### src/rtl/fifo_pkg.sv
// Shared constants and helpers for the single-clock FIFO family.
package fifo_pkg;

  localparam int unsigned FIFO_STD  = 0;
  localparam int unsigned FIFO_FWFT = 1;

  function automatic int unsigned fifo_depth(input int unsigned a_size);
    return 32'(1) << a_size;
  endfunction

endpackage

### src/rtl/fifo_ram.sv
// Simple dual-port storage: synchronous write, synchronous registered read, no reset.
module fifo_ram
  import fifo_pkg::*;
#(
  parameter int unsigned D_SIZE = 8,
  parameter int unsigned A_SIZE = 4
) (
  input  logic              clk,
  input  logic              we,
  input  logic [A_SIZE-1:0] waddr,
  input  logic [D_SIZE-1:0] wdata,
  input  logic              re,
  input  logic [A_SIZE-1:0] raddr,
  output logic [D_SIZE-1:0] rdata
);

  localparam int unsigned DEPTH = fifo_depth(A_SIZE);

  logic [D_SIZE-1:0] mem [DEPTH];

  always_ff @(posedge clk) begin
    if (we) mem[waddr] <= wdata;
  end

  always_ff @(posedge clk) begin
    if (re) rdata <= mem[raddr];
  end

endmodule

### src/rtl/fifo_sync.sv
// Single-clock FIFO with standard or first-word-fall-through read, occupancy,
// almost-full/empty thresholds and sticky overflow/underflow flags.
module fifo_sync
  import fifo_pkg::*;
#(
  parameter int unsigned D_SIZE   = 8,
  parameter int unsigned A_SIZE   = 4,
  parameter int unsigned FWFT     = FIFO_STD,
  parameter int unsigned AF_LEVEL = 14,
  parameter int unsigned AE_LEVEL = 2
) (
  input  logic              clk,
  input  logic              rst,
  input  logic              wen,
  input  logic [D_SIZE-1:0] wdata,
  input  logic              ren,
  output logic [D_SIZE-1:0] rdata,
  output logic              rvalid,
  output logic              empty,
  output logic              full,
  output logic              almost_full,
  output logic              almost_empty,
  output logic [A_SIZE:0]   count,
  output logic              overflow,
  output logic              underflow,
  input  logic              err_clr
);

  localparam int unsigned DEPTH   = fifo_depth(A_SIZE);
  localparam int unsigned CW      = A_SIZE + 1;
  localparam bit          IS_FWFT = (FWFT == FIFO_FWFT);

  logic [A_SIZE:0]   wr_ptr;
  logic [A_SIZE:0]   rd_ptr;
  logic [A_SIZE:0]   count_nx;
  logic [A_SIZE:0]   mem_cnt_c;
  logic              wr_acc_c;
  logic              rd_acc_c;
  logic              fetch_c;
  logic              out_valid;
  logic              out_valid_nx;
  logic              q_live;
  logic [D_SIZE-1:0] ram_q;

  // Acceptance, RAM fetch and next occupancy. In FWFT the RAM read register
  // doubles as the output stage: refill it whenever it is idle or being popped.
  always_comb begin
    wr_acc_c     = wen && !full;
    rd_acc_c     = ren && !empty;
    mem_cnt_c    = wr_ptr - rd_ptr;
    fetch_c      = rd_acc_c;
    out_valid_nx = 1'b0;
    count_nx     = count;
    if (IS_FWFT) begin
      fetch_c      = (!out_valid || rd_acc_c) && (mem_cnt_c != '0);
      out_valid_nx = fetch_c || (out_valid && !rd_acc_c);
    end
    case ({wr_acc_c, rd_acc_c})
      2'b10:   count_nx = count + CW'(1);
      2'b01:   count_nx = count - CW'(1);
      default: ;
    endcase
  end

  always_ff @(posedge clk) begin
    if (rst) begin
      wr_ptr       <= '0;
      rd_ptr       <= '0;
      count        <= '0;
      out_valid    <= 1'b0;
      q_live       <= 1'b0;
      rvalid       <= 1'b0;
      empty        <= 1'b1;
      full         <= 1'b0;
      almost_full  <= 1'b0;
      almost_empty <= 1'b1;
      overflow     <= 1'b0;
      underflow    <= 1'b0;
    end else begin
      if (wr_acc_c) wr_ptr <= wr_ptr + CW'(1);
      if (fetch_c) begin
        rd_ptr <= rd_ptr + CW'(1);
        q_live <= 1'b1;
      end
      count        <= count_nx;
      out_valid    <= out_valid_nx;
      rvalid       <= IS_FWFT ? out_valid_nx : rd_acc_c;
      empty        <= IS_FWFT ? !out_valid_nx : (count_nx == '0);
      full         <= (count_nx == CW'(DEPTH));
      almost_full  <= (count_nx >= CW'(AF_LEVEL));
      almost_empty <= (count_nx <= CW'(AE_LEVEL));
      overflow     <= (wen && full) || (overflow && !err_clr);
      underflow    <= (ren && empty) || (underflow && !err_clr);
    end
  end

  fifo_ram #(
    .D_SIZE (D_SIZE),
    .A_SIZE (A_SIZE)
  ) u_ram (
    .clk   (clk),
    .we    (wr_acc_c),
    .waddr (wr_ptr[A_SIZE-1:0]),
    .wdata (wdata),
    .re    (fetch_c),
    .raddr (rd_ptr[A_SIZE-1:0]),
    .rdata (ram_q)
  );

  // The RAM read register has no reset; mask it until a word has actually been read.
  assign rdata = q_live ? ram_q : '0;

endmodule

### config.mk
export PLATFORM = sky130hd
export DESIGN_NAME = fifo_sync
export DESIGN_NICKNAME = d
export VERILOG_FILES = /design/src/rtl/fifo_pkg.sv /design/src/rtl/fifo_ram.sv /design/src/rtl/fifo_sync.sv
export SDC_FILE = /design/constraint.sdc
export NUM_CORES = 1
export LEC_CHECK = 0
export CORE_UTILIZATION = 45
export CTS_CLUSTER_DIAMETER = 40
export DETAILED_ROUTE_END_ITERATION = 7
export SLEW_MARGIN = 20
export SYNTH_ARGS = -nofsm -noshare
export SYNTH_HDL_FRONTEND = slang
export SYNTH_HIERARCHICAL = 1
export SYNTH_SLANG_ARGS = --single-unit
### constraint.sdc
create_clock -name clk -period 4.9 [get_ports clk]
set_input_delay 0.49 -clock clk [delete_from_list [all_inputs] [get_ports clk]]
set_output_delay 0.49 -clock clk [all_outputs]
set_load 0.05 [all_outputs]
==> metrics.csv, run 1 <==
metric,value,unit
outcome,"finished, final reports clean",
Top-Level Pins,33,
post-CTS setup buffer count,0,
clock-pin slew on the worst setup and hold paths,0.06,ns
Syn Nets,362,
Min-Delay Path Class,flop to flop,
clock latency on the worst-skew pair,0.41,ns
GRT overflow,0,
1st-pass router iterations,5,
Worst Hold End,overflow,
Horiz. Die Dim,120,um
Slew @ Worst Pin,0.989,ns
final setup violating endpoints,0,
CTS tree,done,
Yosys cell types,42,
Setup Skew,0.00644,ns
Num CTS Buffers,17,
Lkg Pwr,0.00243,uW
startpoint type of the worst setup path,input port,
first-pass GRT wire length,18.2,mm
Netlist Area Pre-Place,6270,um2
WHS Path Cells,2,
share of cells above drive strength 1,16.9,%
WP data required,5.17,ns
ant diodes,0,
Worst R2R Setup Slack,2.07,ns
warnings from Yosys,6,
crit path cell chain,clkdlybuf4s50_1 > nor2b_1 > inv_2 > ha_1 > xor2_1 > ha_1 > a21oi_1 > xor2_1 > nor2_1 > xnor2_1 > nand2b_1 > o22ai_1,
reg2reg start,full,
critical setup path kind,input port to flop,
"delay-heaviest family, CP",simple AND/OR/NAND/NOR gates,
H-tree Lvls,4,
Post-CTS Hold Buffers,0,
Final Max Slew Viols,0,
HP Start,overflow,
Die ar.,14400,um2
final wirelength,11.4,mm
starting density of the core,46.8,%
initial antenna violation count,0,
buffers and inverters on the worst path,2,
PnR Total Power,3500,uW
Worst slew margin,33.9,%
pin count of the biggest net entering global routing,36,
crit end category,flop,
CTS root buffer,clkbuf_16,
RR Endpoint,almost_full,
"non-filler cells, final",573,
FMAX,325,MHz
"EDFF count, synth",136,
reg2reg path depth,11,
top-count cell post-synth,edfxtp_1,
# Max-Cap Violations,0,
DR vias,3125,
unrepaired setup endpoints after global routing,no,
slowest CP cell,nor2b_1,
CTS Sinks,157,
cell taking the most area after synthesis,edfxtp_1,
worst-case clock buffer depth,2,
die height,120,um
setup_tns,0,ns
Critical Path AT,3.35,ns
share of the synthesized area in the top cell type,65.1,%
area grow syn2layout,18.0,%
Synth Flop Type,edfxtp_1,
Tcrit/Tclk final,62.8,%
DR WL/cell,19.9,um
most common library cells after synthesis,"edfxtp_1, nor2_1, dfxtp_1",
FP Rows,42,
# placed instances,541,
ys async rst share,0,%
Final Hold Viols,0,
"slowest stage delay, CP",0.61,ns
GRT Util Overall,17.7,%
fin crit period,3.08,ns
Detail Placement HPWL,7.35,mm
Layout Nets,402,
core box area,13400,um2
DRC viols,0,
Placer Congestion,0.763,
vias in the first global route,3212,
port buffer count,32,
"FF+latch count, synth",157,
register area share after synthesis,71.8,%
Critical Path Source,wen,
critical path peak fanout,9,
Mean Syn Cell Area,18.2,um2
PostCTS Resize Cnt,0,
VDD IR-drop max,0.317,mV
P per Cell Area,473,nW/um2
vias per cell,5.45,
largest cells by area after synthesis,"edfxtp_1, dfxtp_1, mux4_2",
Synth Instances,344,
DR iter-0 viols,195,
Post-DRT Antenna Nets,0,
per-layer routing:
metal,up-vias,GRT usage [%],wire (um)
met2,62,27.3,5530
li1,1441,-,-
met5,-,0,0
met1,1617,24.3,5350
met3,5,5.56,470
met4,0,4.69,70
logic make-up after synthesis:
group | Yosys count | synth area share [%]
XOR/XNOR | 13 | 1.94
AO/OA/AOI/OAI | 30 | 3.71
buffers and inverters | 20 | 2.19
adder cells (fa/ha/maj) | 5 | 0.998
multiplexers | 35 | 12.8
flip-flops | 157 | 71.8
AND/OR/NAND/NOR | 84 | 6.51
final cells by class:
cell class | instances | area (um2)
sequential | 157 | 4510
fill | 1053 | 6000
inverter | 2 | 7.51
clock buffer | 25 | 569
clock inverter | 7 | 92.6
tap | 176 | 220
multi-input combinational | 167 | 1630
timing repair buffer | 39 | 373
registers in the layout, indices dropped and copies added, names as in the netlist:
signal	flops
rd_ptr	4
almost_full	1
q_live	1
empty	1
almost_empty	1
wr_ptr	4
u_ram/rdata	8
count	5
full	1
overflow	1
u_ram/mem	128
rvalid	1
underflow	1
power by group:
part,internal [uW],total (uW),switching [uW]
clock network,909,1410,497
logic,223,528,305
registers,1520,1560,45.6
worst min-delay path, cell delays in order (launching register included):
cell and delay, ns:
dfxtp_1 0.33, a22oi_1 0.07, nor2_1 0.08
worst max path at each step:
stage,end,cells after the start
6_report,almost_full,12
5_1_grt,almost_full,12
4_1_cts,almost_full,12
3_5_place_dp,almost_full,12
3_3_place_gp,almost_full,12
2_1_floorplan,full,12
per-stage QoR:
step / hold slack (ns) / instance area [um2] / utilization [%] / setup WS (ns)
global route: 0.570 / 7400 / 55.2 / 1.59
floorplan: 0.512 / 6270 / - / 2.16
detailed placement: 0.505 / 6730 / 50.3 / 1.37
CTS: 0.519 / 7400 / 55.2 / 1.81
finish: 0.505 / 7400 / 55.2 / 1.82
global placement: 0.484 / 6730 / 50.3 / 1.50
cells in the final DEF, fill, tap and decap left out, drive strengths merged, types with 2 or more instances in the layout:
cell,netlist,layout
nor2,35,35
clkbuf,4,25
clkdlybuf4s50,0,32
nand2,16,16
nand2b,5,5
buf,11,7
and2,9,9
clkinv,0,2
nor2b,4,4
mux2i,3,3
inv,2,2
clkinvlp,0,3
nand3,2,2
ha,5,5
mux4,32,32
nand3b,2,2
nand4,2,2
edfxtp,136,136
bufinv,0,2
a21oi,2,2
dfxtp,21,21
o21ai,2,2
a22oi,18,18
nor3,4,4
xor2,7,7
xnor2,6,6
Power figures use the tool's default switching activity.
==> inputs of run 2 (changes only) <==
--- a/config.mk
+++ b/config.mk
@@ -8,6 +8,7 @@
 export CORE_UTILIZATION = 45
 export CTS_CLUSTER_DIAMETER = 40
 export DETAILED_ROUTE_END_ITERATION = 7
+export PLACE_DENSITY = 0.65
 export SLEW_MARGIN = 20
 export SYNTH_ARGS = -nofsm -noshare
 export SYNTH_HDL_FRONTEND = slang
==> constraint.sdc (replaced) <==
create_clock -name clk -period 2.8 [get_ports clk]
set_input_delay 0.28 -clock clk [delete_from_list [all_inputs] [get_ports clk]]
set_output_delay 0.28 -clock clk [all_outputs]
set_load 0.05 [all_outputs]
==> run 2 against run 1 <==
Against the previous run: worst setup slack got worse by 1.4 ns; worst hold slack got worse by 0.0019 ns; cell area increased by 0.27%; combinational power increased by 80%; global-route usage increased by 0.38 points; clock power increased by 43%; wire length increased by 3.9%; die area unchanged; clock skew increased by 0.0047 ns; sequential cell count unchanged; first-iteration DRC count increased by 68%; clock-buffer cell count decreased by 7; largest cell class unchanged; largest power group unchanged.
==> metrics.csv, run 2 (synthesis results as in run 1) <==
metric,value,unit
FP Rows,42,
crit end category,flop,
ant diodes,0,
startpoint type of the worst setup path,input port,
clock-pin slew on the worst setup and hold paths,0.06,ns
DR vias,3264,
final core utilization,55.3,%
DRC viols,0,
H-tree Lvls,4,
Setup Skew,0.0111,ns
PostCTS Resize Cnt,0,
final setup violating endpoints,0,
highest-count cells in the layout ignoring fill and taps,"edfxtp_1, nor2_1, clkdlybuf4s50_1, buf_4, dfxtp_1",
Worst slew margin,50.4,%
Detail Placement HPWL,7.63,mm
"most common cell after layout, fill and taps aside",edfxtp_1,
CTS root buffer,clkbuf_16,
critical setup path kind,input port to flop,
critical path peak fanout,5,
core box area,13400,um2
GRT overflow,0,
Layout Nets,421,
initial antenna violation count,0,
footprint of the multi-input gates,1630,um2
largest reg by FF count,u_ram/mem,
unrepaired setup endpoints after global routing,no,
outcome,"finished, final reports clean",
DR WL/cell,20.0,um
Critical Path AT,2.62,ns
GRT Util Overall,18.1,%
P per Cell Area,771,nW/um2
reg2reg start,full,
clock latency on the worst-skew pair,0.42,ns
post-CTS setup buffer count,0,
area grow syn2layout,18.3,%
vias per cell,5.51,
Post-DRT Antenna Nets,0,
CTS Sinks,157,
Worst R2R Setup Slack,0.50,ns
Min-Delay Path Class,flop to flop,
starting density of the core,46.8,%
die height,120,um
DR iter-0 viols,328,
Largest register FFs,128,
Worst Hold End,overflow,
VDD IR-drop max,0.596,mV
reg2reg path depth,11,
CTS tree,done,
port buffer count,32,
final wirelength,11.9,mm
pin count of the biggest net entering global routing,36,
Top Registers,"u_ram/mem x128, u_ram/rdata x8, count x5",
setup_tns,0,ns
Final Max Slew Viols,0,
WHS Path Cells,2,
RR Endpoint,almost_full,
fin crit period,2.36,ns
PnR Total Power,5720,uW
Lkg Pwr,0.00246,uW
Num CTS Buffers,17,
FMAX,424,MHz
storage element area,4510,um2
Placer Congestion,0.779,
Top-Level Pins,33,
first-pass GRT wire length,18.4,mm
Horiz. Die Dim,120,um
worst-case clock buffer depth,2,
share of cells above drive strength 1,20.4,%
Post-CTS Hold Buffers,0,
fillers,1053,
Tcrit/Tclk final,84.1,%
Slew @ Worst Pin,0.742,ns
HP Start,overflow,
WP data required,3.06,ns
Final Hold Viols,0,
Die ar.,14400,um2
# Max-Cap Violations,0,
1st-pass router iterations,4,
vias in the first global route,3185,
-- run 2: changes by cell type in the layout (fill, tap and decap cells not counted) --
cell,previous run,this run
buf_12,0,1
buf_4,7,25
bufinv_16,2,0
clkbuf_1,0,1
clkbuf_16,20,17
clkbuf_8,5,0
clkinv_2,2,4
clkinvlp_4,3,8
inv_6,0,2
-- run 2: area by class of cell --
cell class / count / share of cell area [%]
Clock inverter: 14 / 1.32
Sequential cell: 157 / 60.8
Timing Repair Buffer: 58 / 7.12
Multi-Input combinational cell: 167 / 22.0
Clock buffer: 18 / 5.79
Inverter: 2 / 0.101
Tap cell: 176 / 2.97
-- run 2: worst max-delay path by stage --
stage,startpoint,to,depth (start not counted)
finish,wen,almost_full,12
global route,wen,almost_full,12
CTS,wen,almost_full,12
detailed placement,wen,almost_full,12
global placement,wen,almost_full,12
floorplan,empty,full,12
-- run 2: per-layer routing --
| layer | global-route usage (%) | share of wire [%] | up-vias |
|---|---|---|---|
| met2 | 27.0 | 48 | 97 |
| li1 | - | - | 1484 |
| met1 | 26.1 | 47 | 1674 |
| met5 | 0 | 0 | - |
| met4 | 5.86 | 0.68 | 0 |
| met3 | 4.42 | 4.8 | 9 |
-- run 2: stage by stage --
| step | hold WS (ns) | cell area, um2 | setup slack [ns] | std cells |
|---|---|---|---|---|
| floorplan | 0.361 | 6270 | 0.0563 | 344 |
| detailed placement | 0.494 | 6890 | 0.0630 | 560 |
| global route | 0.542 | 7420 | 0.316 | 592 |
| global placement | 0.497 | 6890 | 0.161 | 560 |
| CTS | 0.509 | 7420 | 0.466 | 592 |
| finish | 0.503 | 7420 | 0.444 | 592 |
-- run 2: critical path: stages --
cell and delay [ns]:
clkdlybuf4s50_1 0.48, nor2b_1 0.21, inv_2 0.06, ha_1 0.22
xor2_1 0.15, ha_1 0.23, a21oi_1 0.16, xor2_1 0.19
nor2_1 0.07, xnor2_1 0.32, nand2b_1 0.16, o22ai_1 0.09
-- run 2: where the power goes --
| group | internal, uW | switching, uW | total, uW |
|---|---|---|---|
| Clock | 1130 | 894 | 2020 |
| Combinational | 416 | 534 | 950 |
| Sequential | 2650 | 95.0 | 2750 |
| Total | 4200 | 1520 | 5720 |
